[config.mk]
export PLATFORM = sky130hd
export DESIGN_NAME = aclk_controller
export DESIGN_NICKNAME = d
export VERILOG_FILES = /design/src/rtl/aclk_controller.sv
export SDC_FILE = /design/constraint.sdc
export NUM_CORES = 1
export LEC_CHECK = 0
export CAP_MARGIN = 10
export CORE_AREA = 2 2 39 41
export CTS_CLUSTER_DIAMETER = 50
export DETAILED_ROUTE_END_ITERATION = 6
export DIE_AREA = 0 0 41 43
export HOLD_SLACK_MARGIN = 0.08
export PLACE_DENSITY = 0.48
export SYNTH_ARGS = -nofsm -noshare
export SYNTH_HDL_FRONTEND = slang
export SYNTH_SLANG_ARGS = --single-unit
[constraint.sdc]
create_clock -name clock -period 1.4 [get_ports clock]
set_clock_uncertainty 0.05 [all_clocks]
set_input_delay 0.28 -clock clock [delete_from_list [all_inputs] [get_ports clock]]
set_output_delay 0.28 -clock clock [all_outputs]
set_load 0.01 [all_outputs]
[src/rtl/aclk_controller.sv]
// rtl/aclk_controller.sv - alarm-clock sequencing FSM (keypad entry, loads, LCD select)
// Optional entry timeout counter built when ACLK_CTRL_TIMEOUT_EN is defined.
module aclk_controller #(
  parameter int         TIMEOUT_SEC = 10,
  parameter logic [3:0] NOKEY       = 4'd10
) (
  input  logic       clock,
  input  logic       reset_n,
  input  logic       one_second,
  input  logic [3:0] key,
  input  logic       alarm_button,
  input  logic       time_button,
  output logic       shift,
  output logic       load_new_a,
  output logic       load_new_c,
  output logic       show_a,
  output logic       show_current_time
);

  typedef enum logic [2:0] {
    SHOW_TIME        = 3'd0,
    KEY_STORED       = 3'd1,
    KEY_WAITED       = 3'd2,
    KEY_ENTRY        = 3'd3,
    SHOW_ALARM       = 3'd4,
    SET_ALARM_TIME   = 3'd5,
    SET_CURRENT_TIME = 3'd6
  } state_t;

  state_t state;
  state_t state_next;
  logic   timeout;
  logic   key_down;

  assign key_down = (key != NOKEY);

`ifdef ACLK_CTRL_TIMEOUT_EN
  localparam logic [3:0] COUNT_LAST = 4'(TIMEOUT_SEC - 1);

  logic [3:0] count;
  logic       in_entry;

  assign in_entry = (state == KEY_WAITED) || (state == KEY_ENTRY);
  assign timeout  = in_entry && one_second && (count == COUNT_LAST);

  // Any state change restarts the count, so each wait state gets a full window.
  always_ff @(posedge clock or negedge reset_n) begin
    if (!reset_n) begin
      count <= 4'd0;
    end else if (!in_entry || (state_next != state)) begin
      count <= 4'd0;
    end else if (one_second) begin
      count <= count + 4'd1;
    end
  end
`else
  logic unused_one_second;

  assign unused_one_second = one_second;
  assign timeout           = 1'b0;
`endif

  always_ff @(posedge clock or negedge reset_n) begin
    if (!reset_n) begin
      state <= SHOW_TIME;
    end else begin
      state <= state_next;
    end
  end

  always_comb begin
    state_next = state;
    case (state)
      SHOW_TIME: begin
        if (alarm_button)  state_next = SHOW_ALARM;
        else if (key_down) state_next = KEY_STORED;
      end
      KEY_STORED: state_next = KEY_WAITED;
      KEY_WAITED: begin
        if (!key_down)    state_next = KEY_ENTRY;
        else if (timeout) state_next = SHOW_TIME;
      end
      KEY_ENTRY: begin
        if (alarm_button)     state_next = SET_ALARM_TIME;
        else if (time_button) state_next = SET_CURRENT_TIME;
        else if (key_down)    state_next = KEY_STORED;
        else if (timeout)     state_next = SHOW_TIME;
      end
      SHOW_ALARM: begin
        if (!alarm_button) state_next = SHOW_TIME;
      end
      SET_ALARM_TIME:   state_next = SHOW_TIME;
      SET_CURRENT_TIME: state_next = SHOW_TIME;
      default:          state_next = SHOW_TIME;
    endcase
  end

  always_comb begin
    shift             = 1'b0;
    load_new_a        = 1'b0;
    load_new_c        = 1'b0;
    show_a            = 1'b0;
    show_current_time = 1'b0;
    case (state)
      SHOW_TIME:  show_current_time = 1'b1;
      KEY_STORED: shift = 1'b1;
      SHOW_ALARM: show_a = 1'b1;
      SET_ALARM_TIME: begin
        load_new_a        = 1'b1;
        show_current_time = 1'b1;
      end
      SET_CURRENT_TIME: begin
        load_new_c        = 1'b1;
        show_current_time = 1'b1;
      end
      default: ;
    endcase
  end

endmodule
## Word level (Yosys, flattened, before mapping)

Index checks and enable logic that the tools add are counted.

- Add/sub/neg operators: 0
- Multipliers: 0
- Div/mod/pow operators: 0
- Magnitude comparators: 0
- Eq/ne operators: 9
- Shifts and indexed selects: 0
- Mux-type cells: 12
- Bitwise operators: 0
- Reductions and logical operators: 3

Operator list:

| operator | count |
|---|---|
| $mux 3 | 6 |
| $pmux 3 s5 | 1 |
| $eq 3x3->1 const B | 3 |
| $eq 3x2->1 const B | 2 |
| $mux 1 | 5 |
| $ne 2x2->1 const B | 2 |
| $ne 4x4->1 const B | 1 |
| $eq 3x1->1 const B | 1 |
| $logic_not 3->1 | 1 |
| $reduce_or 3->1 | 1 |
| $reduce_and 2->1 | 1 |

- Flip-flop bits (word level): 3
- Latch bits: 0
- Bits in writable memories: 0
- Memory bits (read-only): 0
- Input bits: 9
- Output and inout port bits: 5
- Logic and storage cells: 25
- Memories: 0

## Depth between registers and ports, before layout

Gate-level depths: netlist of the first run.

- Depth after elaboration: 5
- Gate-level depth with buffers: 4

## Worst setup path after synthesis of the first run

Ideal clock, no wire load.

- Path kind: flip-flop to output port
- Start: reg state[0]
- End: out show_current_time
- Data arrival time: 0.885 ns
- Data required time: 1.070 ns
- Setup slack: 0.185 ns
- Stages on the path, launching flop included: 5
- Cell sequence: dfrtp_1 buf_2 nor2_1 nor2_1 a21oi_1

- Cells in the longest elaborated chain, start to end: 3
- Elaborated cells on any way between the ends: 5
- Those cells by class: 2 x eq/ne; 1 x mux; 2 x reduce/logical

Ends and longest elaborated chain:

| element | RTL line | text |
|---|---|---|
| start, declared | 30 | `state_t state;` |
| start signal, assigned | 67 | `state <= state_next;` |
| $eq 3x3->1 or $logic_not 3->1 (tied branches) | 104 | `case (state)` |
| $reduce_or 3->1 (no line) * | -- |  |
| $mux 1 * | 104 |  |
| end, declared | 17 | `output logic show_current_time` |

Mark *: on every way between the ends. The rest lies on a longest branch, timed or not.

## Worst setup path in the final report of the first run

- Start: reg state[1]
- End: out shift

- Cells in the longest elaborated chain, start to end: 2

Ends and longest elaborated chain:

| element | RTL line | text |
|---|---|---|
| $eq 3x1->1 | 104 |  |
| $mux 1 | 104 |  |
| end, declared | 13 | `output logic shift,` |

No other way between the ends.

==> run_summary.xml, run 1 <==
<?xml version="1.0" encoding="UTF-8"?>
<metrics>
  <group name="floorplanning">
    <metric name="floorplan.initialDensity" unit="">0.156</metric>
    <metric name="floorplan.rows" unit="">14</metric>
    <metric name="die_w" unit="um">41</metric>
    <metric name="core_region_area" unit="sq mm">0.00138</metric>
    <metric name="ios" unit="">14</metric>
    <metric name="design.die.area" unit="sq mm">0.00176</metric>
    <metric name="die_height" unit="um">43</metric>
  </group>
  <group name="clocking">
    <metric name="clock_sink_count" unit="">3</metric>
    <metric name="cts_tree" unit="">built</metric>
    <metric name="cts_buffers" unit="">3</metric>
    <metric name="htree_num_levels" unit="">1</metric>
    <metric name="clk_pin_slew" unit="ns">0.04</metric>
    <metric name="clkLatencyLatePin" unit="ns">0.24</metric>
    <metric name="cts_root_buf" unit="">sky130_fd_sc_hd__clkbuf_4</metric>
    <metric name="clockBufferDepth" unit="">2</metric>
    <metric name="post_cts_hold_buffer_count" unit="">0</metric>
  </group>
  <group name="sta">
    <metric name="post-route-worst-setup-slack" unit="ns">-0.0609</metric>
    <metric name="finalSetupViolations" unit="">3</metric>
    <metric name="max_clock_freq" unit="MHz">685</metric>
    <metric name="worst-slew-pin-transition" unit="ns">0.286</metric>
    <metric name="timing.final.crit_period" unit="ns">1.46</metric>
    <metric name="finalCritPeriodShare" unit="">1.04</metric>
    <metric name="worst_slew_margin_rel" unit="">0.809</metric>
    <metric name="grt_setup_unrepaired" unit="">true</metric>
    <metric name="slew_violations" unit="">0</metric>
    <metric name="report.final.hold_viol_count" unit="">0</metric>
  </group>
  <group name="yosys">
    <metric name="synthesis.area_per_instance" unit="sq um">9.02</metric>
    <metric name="synth.yosys.seq_area_share" unit="">0.347</metric>
    <metric name="synth.lib_cells_used.distinct" unit="">15</metric>
    <metric name="synth.ff_latch_count" unit="">3</metric>
    <metric name="synth_area_leaders" unit="">sky130_fd_sc_hd__dfrtp_1 (35%), sky130_fd_sc_hd__and3b_2 (9.2%), sky130_fd_sc_hd__nor3b_1 (6.9%)</metric>
    <metric name="share_of_the_synthesized_area_in_the_top_cell_type" unit="">0.347</metric>
    <metric name="synth_warnings" unit="">0</metric>
    <metric name="async_flop_share" unit="">1.00</metric>
    <metric name="synth-main-ff-cell" unit="">sky130_fd_sc_hd__dfrtp_1</metric>
    <metric name="synth_area" unit="sq um">216</metric>
    <metric name="syn_inst" unit="">24</metric>
    <metric name="post_synth_most_frequent_cells" unit="">sky130_fd_sc_hd__dfrtp_1 (3), sky130_fd_sc_hd__nand2_1 (3), sky130_fd_sc_hd__nor2_1 (3)</metric>
    <metric name="mappedNetlistNets" unit="">33</metric>
    <metric name="synth-edff-count" unit="">0</metric>
    <metric name="yosys.area.top_type" unit="">sky130_fd_sc_hd__dfrtp_1</metric>
  </group>
  <group name="power_and_ir_drop">
    <metric name="totalPowerFinal" unit="mW">1.09</metric>
    <metric name="power.density_cell_area" unit="mW/mm^2">2130</metric>
    <metric name="ir_drop" unit="mV">0.746</metric>
    <metric name="p_leak" unit="nW">0.229</metric>
  </group>
  <group name="route">
    <metric name="detail_route.first_pass.iterations" unit="">2</metric>
    <metric name="via_per_inst" unit="">4.28</metric>
    <metric name="wire_per_inst" unit="um">10.4</metric>
    <metric name="detailroute.via_count" unit="">287</metric>
    <metric name="antenna_violating_nets_post_route" unit="">0</metric>
    <metric name="drcViolationCount" unit="">0</metric>
    <metric name="postRouteWirelength" unit="um">700</metric>
    <metric name="drt_iter0_markers" unit="">4</metric>
  </group>
  <group name="global_routing">
    <metric name="antenna_violations_before_repair" unit="">0</metric>
    <metric name="overflow" unit="">0</metric>
    <metric name="grt_pass1_wl" unit="mm">1.03</metric>
    <metric name="grt_use_total" unit="">0.0936</metric>
    <metric name="maximum_number_of_pins_on_one_net_before_global_route_repair" unit="">8</metric>
    <metric name="grt_pass1_vias" unit="">273</metric>
  </group>
  <group name="hold_path">
    <metric name="class_of_the_tightest_hold_or_removal_check" unit="">in2async</metric>
  </group>
  <group name="cells_and_area">
    <metric name="final_layout_size_suffix_gt1_frac" unit="">0.647</metric>
    <metric name="regMostFlops" unit="">state</metric>
    <metric name="nNetsFinal" unit="">61</metric>
    <metric name="largest_reg_flops" unit="">3</metric>
    <metric name="reg_top3" unit="">state x3</metric>
    <metric name="layout.core_utilization" unit="">0.369</metric>
    <metric name="flow.area_growth_from_synthesis" unit="%">136</metric>
    <metric name="number_of_non_filler_instances_in_the_completed_layout" unit="">67</metric>
    <metric name="number_of_diodes_added_for_antenna_fixing" unit="">0</metric>
  </group>
  <group name="worst_setup_path">
    <metric name="timing.critical_path.from_type" unit="">register</metric>
    <metric name="critical_path_peak_fanout" unit="">7</metric>
    <metric name="path_delay_family" unit="">flip-flops</metric>
    <metric name="cp_cell_sequence" unit="">buf_4 &gt; nor3b_2 &gt; buf_2</metric>
    <metric name="worstSetupPathType" unit="">reg2out</metric>
    <metric name="critical-path-slowest-cell" unit="">sky130_fd_sc_hd__dfrtp_2</metric>
    <metric name="critical_path.n_buffers_inverters" unit="">2</metric>
    <metric name="cp_max_stage_delay" unit="ns">0.46</metric>
    <metric name="arrival" unit="ns">1.13</metric>
    <metric name="worst_ep_required_time" unit="ns">1.07</metric>
    <metric name="critical_path.endpoint_type" unit="">output pin</metric>
  </group>
  <group name="status">
    <metric name="failed_checks" unit="">negative setup slack</metric>
    <metric name="status" unit="">finished, violations left</metric>
  </group>
  <group name="placed_design">
    <metric name="placedCellCount" unit="">56</metric>
    <metric name="routabilityCongestion" unit="">0.750</metric>
    <metric name="hpwl" unit="um">415</metric>
    <metric name="io_port_bufs" unit="">12</metric>
    <metric name="place_worst_setup_slack" unit="ns">-0.264</metric>
  </group>
  <group name="job">
    <metric name="cap_viol_max_count" unit="">0</metric>
  </group>
</metrics>
[cell type report]
| type | count | area [sq um] |
|---|---|---|
| tap | 16 | 20.0 |
| fill | 147 | 873 |
| clock buffer | 4 | 26.3 |
| timing repair buffer | 25 | 213 |
| sequential | 3 | 78.8 |
| multi-input combinational | 19 | 173 |
[final timing paths]
path,end,slack [ns],cells past startpoint,from
worst min register to register,state[0],0.61,3,state[2]
max in group asynchronous,state[1],0.98,1,reset_n
worst min-delay path,state[0],0.17,1,reset_n
min in group clock,state[0],0.61,3,state[2]
worst max register to register,state[0],0.04,3,state[0]
worst max-delay path,shift,-0.06,3,state[1]
[placed cells by master, fill, tap and decap left out]
master                            Yosys  final
sky130_fd_sc_hd__buf_6                1      4
sky130_fd_sc_hd__clkdlybuf4s50_1      0      7
sky130_fd_sc_hd__o31ai_1              1      1
sky130_fd_sc_hd__a21oi_1              2      1
sky130_fd_sc_hd__nor2_4               0      2
sky130_fd_sc_hd__and3b_2              2      2
sky130_fd_sc_hd__nor2_1               3      1
sky130_fd_sc_hd__buf_4                0     11
sky130_fd_sc_hd__or4_4                0      1
sky130_fd_sc_hd__a21oi_2              0      1
sky130_fd_sc_hd__o311a_1              1      1
sky130_fd_sc_hd__nand3_1              1      1
sky130_fd_sc_hd__nand2_1              3      3
sky130_fd_sc_hd__dfrtp_2              0      3
sky130_fd_sc_hd__nor3b_2              0      2
sky130_fd_sc_hd__nor4bb_4             0      1
sky130_fd_sc_hd__clkbuf_4             0      3
sky130_fd_sc_hd__clkbuf_1             0      1
sky130_fd_sc_hd__o221ai_1             1      1
sky130_fd_sc_hd__buf_2                1      3
sky130_fd_sc_hd__xnor2_1              1      1
[per-layer routing]
metal	global-route usage	part of all wire
met1	0.0906	0.34
met2	0.147	0.54
met3	0.0157	0.069
met4	0.100	0.044
met5	0	0
[repair_timing]
action                                  in CTS  in global routing
endpoints found under the hold margin        0                  0
endpoints found under the setup margin       6                  6
buffers inserted                             4                  4
gates resized for setup                     27                 10
pin swaps                                    2                  2
[cell families after synthesis]
| group | count (synthesis) | synth area share |
|---|---|---|
| AO/OA/AOI/OAI | 5 | 0.168 |
| buffers and inverters | 2 | 0.0751 |
| flip-flops | 3 | 0.347 |
| XOR/XNOR | 1 | 0.0405 |
| AND/OR/NAND/NOR | 13 | 0.370 |
[metrics by stage]
step,area (sq um),hold slack [ns],setup TNS (ns)
after floorplan,216,-0.0656,0
after global placement,385,0.415,-1.08
after detailed placement,385,0.421,-1.19
after CTS,437,0.161,-0.193
after global routing,510,0.166,-0.343
final,510,0.165,-0.167
[power breakdown]
part	leakage, nW	switching, mW	internal (mW)
clock	0.0150	0.0507	0.107
sequential	0.0344	0.0855	0.137
combinational	0.180	0.254	0.455
Power figures use the tool's default switching activity.
==> run 2, diff against run 1 <==
--- a/config.mk
+++ b/config.mk
@@ -12,6 +12,7 @@
 export DIE_AREA = 0 0 41 43
 export HOLD_SLACK_MARGIN = 0.08
 export PLACE_DENSITY = 0.48
+export RECOVER_POWER = 25
 export SYNTH_ARGS = -nofsm -noshare
 export SYNTH_HDL_FRONTEND = slang
 export SYNTH_SLANG_ARGS = --single-unit
==> run 2 against run 1 <==
The flow still finishes with violations (negative setup slack). First-iteration DRC count is the same. Sequential share of layout area unchanged. Final cell count did not move. Combinational power barely moved. Register-to-register slack barely moved. Fmax unchanged. Non-clock buffer count stayed put. Global-route usage did not move. Wire length shrank 0.14%. Setup slack stayed put. Sequential cell count did not move. Clock-buffer cell count stayed put. Largest cell class unchanged.
==> run_summary.xml, run 2 (synthesis gave the netlist of run 1 again) <==
<?xml version="1.0" encoding="UTF-8"?>
<metrics>
  <group name="clocking">
    <metric name="clkLatencyLatePin" unit="ns">0.24</metric>
    <metric name="cts_root_buf" unit="">sky130_fd_sc_hd__clkbuf_4</metric>
    <metric name="htree_num_levels" unit="">1</metric>
    <metric name="clock_sink_count" unit="">3</metric>
    <metric name="clk_pin_slew" unit="ns">0.04</metric>
    <metric name="cts_tree" unit="">built</metric>
    <metric name="cts_buffers" unit="">3</metric>
    <metric name="clockBufferDepth" unit="">2</metric>
  </group>
  <group name="cells_and_area">
    <metric name="final_layout_size_suffix_gt1_frac" unit="">0.647</metric>
    <metric name="number_of_fillers_in_the_final_layout" unit="">147</metric>
    <metric name="number_of_diodes_added_for_antenna_fixing" unit="">0</metric>
    <metric name="multiInputGateArea" unit="sq um">173</metric>
    <metric name="number_of_non_filler_instances_in_the_completed_layout" unit="">67</metric>
    <metric name="layout.cells.most_common" unit="">sky130_fd_sc_hd__buf_4</metric>
    <metric name="layout.cells.most_common_list" unit="">sky130_fd_sc_hd__buf_4 (11), sky130_fd_sc_hd__clkdlybuf4s50_1 (6), sky130_fd_sc_hd__buf_6 (4)</metric>
    <metric name="nNetsFinal" unit="">61</metric>
    <metric name="flow.area_growth_from_synthesis" unit="%">136</metric>
    <metric name="reg_top3" unit="">state x3</metric>
    <metric name="largest_reg_flops" unit="">3</metric>
    <metric name="regMostFlops" unit="">state</metric>
    <metric name="layout.area.seq" unit="sq um">78.8</metric>
  </group>
  <group name="route">
    <metric name="detail_route.first_pass.iterations" unit="">2</metric>
    <metric name="via_per_inst" unit="">4.28</metric>
    <metric name="drt_iter0_markers" unit="">4</metric>
    <metric name="antenna_violating_nets_post_route" unit="">0</metric>
    <metric name="detailroute.via_count" unit="">287</metric>
    <metric name="drcViolationCount" unit="">0</metric>
    <metric name="postRouteWirelength" unit="um">699</metric>
    <metric name="wire_per_inst" unit="um">10.4</metric>
  </group>
  <group name="worst_setup_path">
    <metric name="cp_cell_sequence" unit="">buf_4 &gt; nor3b_2 &gt; buf_2</metric>
    <metric name="cp_max_stage_delay" unit="ns">0.46</metric>
    <metric name="timing.reg2reg.worst_path_depth" unit="">3</metric>
    <metric name="timing.critical_path.from_type" unit="">register</metric>
    <metric name="r2r_slack" unit="ns">0.04</metric>
    <metric name="critical_path_peak_fanout" unit="">7</metric>
    <metric name="worst_ep_required_time" unit="ns">1.07</metric>
    <metric name="arrival" unit="ns">1.13</metric>
    <metric name="worstSetupPathType" unit="">reg2out</metric>
    <metric name="critical_path.endpoint_type" unit="">output pin</metric>
    <metric name="critical-path-slowest-cell" unit="">sky130_fd_sc_hd__dfrtp_2</metric>
  </group>
  <group name="sta">
    <metric name="timing.final.crit_period" unit="ns">1.46</metric>
    <metric name="report.final.hold_viol_count" unit="">0</metric>
    <metric name="finalCritPeriodShare" unit="">1.04</metric>
    <metric name="worst_case_hold_slack" unit="ns">0.235</metric>
    <metric name="slew_violations" unit="">0</metric>
    <metric name="grt_setup_unrepaired" unit="">true</metric>
    <metric name="worst_slew_margin_rel" unit="">0.809</metric>
    <metric name="max_clock_freq" unit="MHz">685</metric>
    <metric name="worst-slew-pin-transition" unit="ns">0.286</metric>
    <metric name="finalSetupViolations" unit="">3</metric>
    <metric name="post-route-worst-setup-slack" unit="ns">-0.0609</metric>
  </group>
  <group name="placed_design">
    <metric name="routabilityCongestion" unit="">0.750</metric>
    <metric name="hpwl" unit="um">415</metric>
    <metric name="io_port_bufs" unit="">12</metric>
    <metric name="placedCellCount" unit="">56</metric>
  </group>
  <group name="hold_path">
    <metric name="class_of_the_tightest_hold_or_removal_check" unit="">in2async</metric>
  </group>
  <group name="global_routing">
    <metric name="grt_use_total" unit="">0.0936</metric>
    <metric name="maximum_number_of_pins_on_one_net_before_global_route_repair" unit="">8</metric>
    <metric name="grt_pass1_vias" unit="">273</metric>
    <metric name="antenna_violations_before_repair" unit="">0</metric>
    <metric name="grt_pass1_wl" unit="mm">1.03</metric>
    <metric name="overflow" unit="">0</metric>
  </group>
  <group name="floorplanning">
    <metric name="core_region_area" unit="sq mm">0.00138</metric>
    <metric name="floorplan.initialDensity" unit="">0.156</metric>
    <metric name="ios" unit="">14</metric>
    <metric name="design.die.area" unit="sq mm">0.00176</metric>
    <metric name="die_height" unit="um">43</metric>
    <metric name="die_w" unit="um">41</metric>
    <metric name="floorplan.rows" unit="">14</metric>
  </group>
  <group name="job">
    <metric name="cap_viol_max_count" unit="">0</metric>
  </group>
  <group name="status">
    <metric name="failed_checks" unit="">negative setup slack</metric>
    <metric name="status" unit="">finished, violations left</metric>
  </group>
  <group name="power_and_ir_drop">
    <metric name="p_leak" unit="nW">0.230</metric>
    <metric name="power.density_cell_area" unit="mW/mm^2">2130</metric>
    <metric name="ir_drop" unit="mV">0.746</metric>
  </group>
</metrics>
==> run 2: cell types whose count changed in the layout (fill, tap and decap cells not counted), sizes merged <==
| cell | previous run | this run |
|---|---|---|
| dlygate4sd3 | 0 | 1 |
| clkdlybuf4s50 | 7 | 6 |
==> run 2: what timing repair did <==
action                                  CTS  global route
resized for setup                        27            10
endpoints found under the setup margin    6             6
pin swaps                                 2             2
hold buffers                              0             0
buffers inserted                          4             4
==> run 2: path summary, 6_finish.rpt <==
kind,startpoint,end
setup / recovery,state[1],shift
hold / removal,reset_n,state[0]
setup reg to reg,state[0],state[0]
hold reg to reg,state[2],state[0]
max in group asynchronous,reset_n,state[1]
min in group clock,state[2],state[0]
==> run 2: metrics by stage <==
stage | utilization | cell area (sq um) | power, mW | worst slack, ns | TNS (ns)
6_report | 0.369 | 510 | 1.09 | -0.0609 | -0.167
4_1_cts | 0.316 | 437 | 0.933 | -0.0675 | -0.193
3_3_place_gp | 0.278 | 385 | 0.691 | -0.269 | -1.08
3_5_place_dp | 0.278 | 385 | 0.695 | -0.264 | -1.19
5_1_grt | 0.369 | 510 | 1.17 | -0.122 | -0.343
2_1_floorplan | - | 216 | 0.429 | 0.185 | 0
==> run 2: critical path, delay by kind of cell, from the launching register on <==
kind / cells / cell delay, ns
flops: 1 / 0.46
buf+inv: 2 / 0.31
simple gates: 1 / 0.13
==> run 2: power by group <==
part / leakage (nW) / total, mW / switching (mW) / internal (mW)
sequential: 0.0344 / 0.222 / 0.0855 / 0.137
combinational: 0.180 / 0.708 / 0.254 / 0.454
clock: 0.0150 / 0.158 / 0.0507 / 0.107
total: 0.230 / 1.09 / 0.390 / 0.698
==> run 2: routing by layer <==
layer,wire length [um],up-vias,share of wire,track usage
li1,-,142,-,-
met5,0,-,0,0
met4,31,0,0.044,0.100
met1,240,128,0.34,0.0906
met3,48,3,0.069,0.0157
met2,379,14,0.54,0.147
==> run 2: final cells by class <==
class / count / area share
Timing Repair Buffer: 25 / 0.417
Clock buffer: 4 / 0.0515
Sequential cell: 3 / 0.154
Multi-Input combinational cell: 19 / 0.338
Tap cell: 16 / 0.0392
==> run 3, diff against run 2 <==
--- a/config.mk
+++ b/config.mk
@@ -10,9 +10,9 @@
 export CTS_CLUSTER_DIAMETER = 50
 export DETAILED_ROUTE_END_ITERATION = 6
 export DIE_AREA = 0 0 41 43
-export HOLD_SLACK_MARGIN = 0.08
 export PLACE_DENSITY = 0.48
 export RECOVER_POWER = 25
+export SLEW_MARGIN = 0
 export SYNTH_ARGS = -nofsm -noshare
 export SYNTH_HDL_FRONTEND = slang
 export SYNTH_SLANG_ARGS = --single-unit
==> results of run 3 <==
Final layout, timing and power as in run 2 (identical DEF).
